`src/rtl/alu_ctrl_pkg.sv`:
```
// alu_ctrl_pkg: shared types and constants for the ALU arbiter slice
package alu_ctrl_pkg;

    typedef enum logic [2:0] {
        IDLE  = 3'd0,
        ISSUE = 3'd1,
        ARM   = 3'd2,
        WAIT  = 3'd3,
        RESP  = 3'd4
    } state_t;

    typedef enum logic [1:0] {
        SEL_ILLEGAL = 2'b00,
        SEL_A       = 2'b01,
        SEL_B1      = 2'b10,
        SEL_B2      = 2'b11
    } sel_t;

    typedef struct packed {
        logic [4:0] a;
        logic [4:0] b;
        sel_t       sel;
        logic [2:0] op;
    } req_t;

    localparam int RESULT_LAT_DEF = 2;

endpackage

```
`src/rtl/alu_arbiter_rr_arb2.sv`:
```
// rr_arb2: two-requester round-robin grant; last_grant resets to 1 so requester 0 wins the first tie
module rr_arb2 (
    input  logic       clk,
    input  logic       rst_n,
    input  logic [1:0] valid,
    input  logic       en,
    input  logic       accept,
    output logic [1:0] grant,
    output logic       grant_id
);

    logic last_grant;

    assign grant_id = (valid == 2'b11) ? ~last_grant : valid[1];
    assign grant    = en ? (valid & (grant_id ? 2'b10 : 2'b01)) : 2'b00;

    // remember the most recently accepted requester for tie-breaking
    always_ff @(posedge clk) begin
        if (!rst_n)
            last_grant <= 1'b1;
        else if (accept)
            last_grant <= grant_id;
    end

endmodule

```
`src/rtl/alu_arbiter.sv`:
```
// alu_arbiter: shares one sign-magnitude ALU between two requesters; optional grant counters via ALU_ARB_STATS_EN
module alu_arbiter
    import alu_ctrl_pkg::*;
#(
    parameter int RESULT_LAT = RESULT_LAT_DEF,
    parameter int CNT_W      = 8
) (
    input  logic            clk,
    input  logic            rst_n,
    input  logic [1:0]      req_valid,
    output logic [1:0]      req_ready,
    input  logic [1:0][4:0] req_a,
    input  logic [1:0][4:0] req_b,
    input  logic [1:0][1:0] req_sel,
    input  logic [1:0][2:0] req_op,
    output logic            rsp_valid,
    input  logic            rsp_ready,
    output logic            rsp_id,
    output logic [5:0]      rsp_data,
    output logic            rsp_err,
    output logic            alu_en,
    output logic            alu_a_en,
    output logic            alu_b_en,
    output logic [4:0]      alu_a,
    output logic [4:0]      alu_b,
    output logic [2:0]      alu_a_op,
    output logic [1:0]      alu_b_op,
    input  logic [5:0]      alu_c
`ifdef ALU_ARB_STATS_EN
    ,
    output logic [CNT_W-1:0] grant_cnt0,
    output logic [CNT_W-1:0] grant_cnt1
`endif
);

    state_t     state;
    req_t       cur;
    logic       id_q;
    logic       err_q;
    logic [5:0] data_q;
    logic [2:0] wcnt;
    logic       gid;
    logic       accept;
    logic       live;
    logic       arm;

    rr_arb2 u_arb (
        .clk      (clk),
        .rst_n    (rst_n),
        .valid    (req_valid),
        .en       (rst_n && state == IDLE),
        .accept   (accept),
        .grant    (req_ready),
        .grant_id (gid)
    );

    assign accept = |(req_valid & req_ready);

    // request sequencing: latch on accept, pulse alu_en, arm the op, wait for the result, hold the response
    always_ff @(posedge clk) begin
        if (!rst_n) begin
            state  <= IDLE;
            cur    <= '0;
            id_q   <= 1'b0;
            err_q  <= 1'b0;
            data_q <= '0;
            wcnt   <= '0;
        end else begin
            case (state)
                IDLE: if (accept) begin
                    cur    <= '{a: req_a[gid], b: req_b[gid], sel: sel_t'(req_sel[gid]), op: req_op[gid]};
                    id_q   <= gid;
                    err_q  <= (req_sel[gid] == SEL_ILLEGAL);
                    data_q <= '0;
                    state  <= (req_sel[gid] == SEL_ILLEGAL) ? RESP : ISSUE;
                end
                ISSUE: state <= ARM;
                ARM: begin
                    wcnt  <= 3'(RESULT_LAT - 1);
                    state <= WAIT;
                end
                WAIT: if (wcnt == 3'd0) begin
                    data_q <= alu_c;
                    state  <= RESP;
                end else begin
                    wcnt <= wcnt - 3'd1;
                end
                RESP: if (rsp_ready) state <= IDLE;
                default: state <= IDLE;
            endcase
        end
    end

    assign live      = state inside {ISSUE, ARM, WAIT};
    assign arm       = (state == ARM);
    assign alu_en    = (state == ISSUE);
    assign alu_a     = live ? cur.a : '0;
    assign alu_b     = live ? cur.b : '0;
    assign alu_a_en  = arm && cur.sel inside {SEL_A, SEL_B2};
    assign alu_b_en  = arm && cur.sel inside {SEL_B1, SEL_B2};
    assign alu_a_op  = (arm && cur.sel == SEL_A) ? cur.op : '0;
    assign alu_b_op  = (arm && cur.sel inside {SEL_B1, SEL_B2}) ? cur.op[1:0] : '0;
    assign rsp_valid = (state == RESP);
    assign rsp_id    = rsp_valid & id_q;
    assign rsp_err   = rsp_valid & err_q;
    assign rsp_data  = rsp_valid ? data_q : '0;

`ifdef ALU_ARB_STATS_EN
    // saturating per-requester grant counters
    always_ff @(posedge clk) begin
        if (!rst_n) begin
            grant_cnt0 <= '0;
            grant_cnt1 <= '0;
        end else if (accept) begin
            if (!gid && !(&grant_cnt0)) grant_cnt0 <= grant_cnt0 + CNT_W'(1);
            if (gid && !(&grant_cnt1)) grant_cnt1 <= grant_cnt1 + CNT_W'(1);
        end
    end
`endif

endmodule
```
`config.mk`:
```
export PLATFORM = sky130hd
export DESIGN_NAME = alu_arbiter
export DESIGN_NICKNAME = d
export VERILOG_FILES = /design/src/rtl/alu_ctrl_pkg.sv /design/src/rtl/alu_arbiter_rr_arb2.sv /design/src/rtl/alu_arbiter.sv
export SDC_FILE = /design/constraint.sdc
export NUM_CORES = 1
export LEC_CHECK = 0
export ABC_AREA = 1
export CORE_ASPECT_RATIO = 1.1
export CORE_MARGIN = 1
export CORE_UTILIZATION = 46
export CTS_CLUSTER_DIAMETER = 120
export DETAILED_ROUTE_END_ITERATION = 8
export GPL_ROUTABILITY_DRIVEN = 1
export PLACE_DENSITY_LB_ADDON = 0.2
export SYNTH_ARGS = -nofsm -noshare
export SYNTH_HDL_FRONTEND = slang
export SYNTH_HIERARCHICAL = 1
export SYNTH_SLANG_ARGS = --single-unit
```
`constraint.sdc`:
```
create_clock -name clk -period 3.3 [get_ports clk]
set_input_delay 0.66 -clock clk [delete_from_list [all_inputs] [get_ports clk]]
set_output_delay 0.66 -clock clk [all_outputs]
set_load 0.005 [all_outputs]
```
==> metrics.cfg <==
[layout]
layout.cells.non_filler = 393
fin_nets = 387
fin_util_pct = 72.4
diodes = 0
area_growth_pct = 47.8
drive_gt1_share_pct = 6.67

[power_and_ir_drop]
power_density_mw_per_mm2 = 524
netSwitchingFraction_pct = 40.3
clkPwrFrac_pct = 17.5
total_leakage_power_uw = 0.00105
peakVddDrop_mv = 0.247
power.share.combinational_pct = 45.8
p_int_uw = 772
p_seq_share_pct = 36.7
switchingPower_uw = 522

[critical_path]
cp.required_ns = 2.64
end_kind = primary output
critPathKind = in2out
crit_fanout = 2
critPathLaunchType = primary input
arrival_ns = 2.10

[sta]
skew_ns = 0.00603
fin_ws_ns = 0.539
worstMarginPinSlew_ns = 0.441
tns_ns = 0
report.final.hold_viol_count = 0
setup_violations = 0
max_freq_ghz = 0.362
fin_crit_sh_pct = 83.7
period_minus_slack_ns = 2.76
relSlewSlack_pct = 70.6
rsz0062_at_grt = no
finalMaxSlewViolations = 0

[drt]
avgViaCountPerCell = 4.61
drc = 0
drt-initial-drc-count = 75
dr.pass1.iters = 4
wl_microns = 3940
wl_per_cell_microns = 10.0
postRouteAntennaNets = 0
num_vias = 1811

[yosys]
yosysWarnings = 6
synth.distinct_cells = 26
synth_cells = 272
ys_ff_latch = 30
mappedNetlistArea_sq_mm = 0.00167
synth_nets = 315
async_reset_ff_share_pct = 0
yosys_most_used_dff = dfxtp_1
synth_edf_count = 0
synth_seq_area_share_pct = 35.9
syn_avg_cell_area_sq_um = 6.15

[grt]
grt_util_met1_pct = 25.3
grt_start_max_net_pins = 29
grt_usage_pct = 22.8
met3_usage_pct = 7.09
grt_pass1_vias = 1646
busiest_layer = met2
grt_antenna_before_repair = 0
grt_pass1_wl_microns = 6750
overflow = 0
use_met2_pct = 40.6

[clock_network]
clkTransAtPathRegs_ns = 0.09
hold_buffers = 0
cts_sinks = 30
ctsHtreeMaxLevel = 2
cts_setup_buffers = 0
cts_root_buf = clkbuf_4
cts_buffers = 5
cts_tree = yes
clock_path_buffers = 2
clk_latency_ns = 0.32
cts.repair.resized = 0

[placement]
gp_routability_congestion = 0.802
port_buffers = 69
dp_slack_ns = 0.562
placed_cells = 385
hpwl_microns = 2990

[floorplanning]
coreArea_sq_mm = 0.00341
dieArea_sq_mm = 0.00388
die_w_microns = 59.5
io_pins = 70
die_y_microns = 65.2
start_util_pct = 49.0
fp-row-count = 22

[flow_run]
cap_violations = 0

[status]
status = finished, final reports clean

[worst_hold_path]
hp-class = reg2reg

==> layout by cell type (no fill, tap or decap), types with 3 or more instances in the layout <==
master            n
o21ai_1           6
clkbuf_4          5
a21oi_1          19
nand2_1          83
nand2_2           3
dfxtp_1          30
a211oi_1          3
o21ai_0           9
buf_4             3
nor2_1           44
nand2_4           3
clkdlybuf4s50_1  69
nand3_1           7
inv_1            40
==> path summary, 6_finish.rpt <==
kind                          from                      to  slack (ns)  depth (start not counted)
max                          rst_n            req_ready[0]        0.54                          6
min            cur[2]$_SDFFE_PN0P_     cur[2]$_SDFFE_PN0P_        0.46                          2
max reg2reg  state[1]$_SDFFE_PN0P_  data_q[1]$_SDFFE_PN0P_        1.35                         12
min reg2reg    cur[2]$_SDFFE_PN0P_     cur[2]$_SDFFE_PN0P_        0.46                          2
==> metrics by stage <==
| step | power [uW] | area [sq um] | hold WS (ns) |
|---|---|---|---|
| 6_report | 1290 | 2470 | 0.455 |
| 5_1_grt | 1410 | 2470 | 0.474 |
| 4_1_cts | 1300 | 2470 | 0.458 |
| 3_5_place_dp | 1070 | 2410 | 0.444 |
| 3_3_place_gp | 1060 | 2410 | 0.438 |
| 2_1_floorplan | 890 | 1670 | 0.430 |
==> per-layer routing <==
metal  vias to the layer above  wire length [microns]
met1                       764                   1730
met4                         0                     56
met3                         7                    287
li1                        976                      -
met2                        64                   1860
met5                         -                      0
==> state kept, by name, summed over array words and instances, names as in the netlist <==
name / cells
cur: 15
data_q: 6
err_q: 1
id_q: 1
state: 3
u_arb/last_grant: 1
wcnt: 3
==> synthesized netlist by cell type, types with 3 or more instances <==
library cell  count  share of area (%)
o21ai_1           6                1.8
nand2_4           3                2.0
dfxtp_1          30                 36
nand3_1           7                2.1
o21ai_0           9                2.7
clkbuf_1          3               0.67
buf_2             3               0.90
nand2_1          83                 19
a21oi_1          19                5.7
inv_1            40                9.0
a211oi_1          3                1.3
nor2_1           44                9.9
nand2_2           3                1.1
==> kinds of logic after synthesis <==
logic type               count (synthesis)  share of synthesized area (%)
AND/OR/NAND/NOR                        150                           38.0
buffers and inverters                   50                           11.7
AO/OA/AOI/OAI                           40                           12.9
flip-flops                              30                           35.9
adder cells (fa/ha/maj)                  2                           1.50
==> power groups by stage <==
stage / logic (uW) / registers (uW) / clock network [uW]
global placement: 581 / 481 / 0
finish: 593 / 475 / 227
global route: 675 / 483 / 252
CTS: 596 / 475 / 232
floorplan: 416 / 475 / 0
detailed placement: 591 / 483 / 0
==> critical path, stage by stage <==
cell	delay, ns
clkdlybuf4s50_1	0.48
clkinv_1	0.07
nor2_1	0.13
nand2_1	0.07
nor2_1	0.15
clkdlybuf4s50_1	0.54
==> layout make-up <==
class,count,area (sq um)
multi-input combinational,192,876
timing repair buffer,72,713
clock inverter,1,5.00
clock buffer,7,55.1
sequential,30,601
inverter,43,161
tap,48,60.1
fill,324,942
Note: power is estimated with default switching activity, not from simulation.
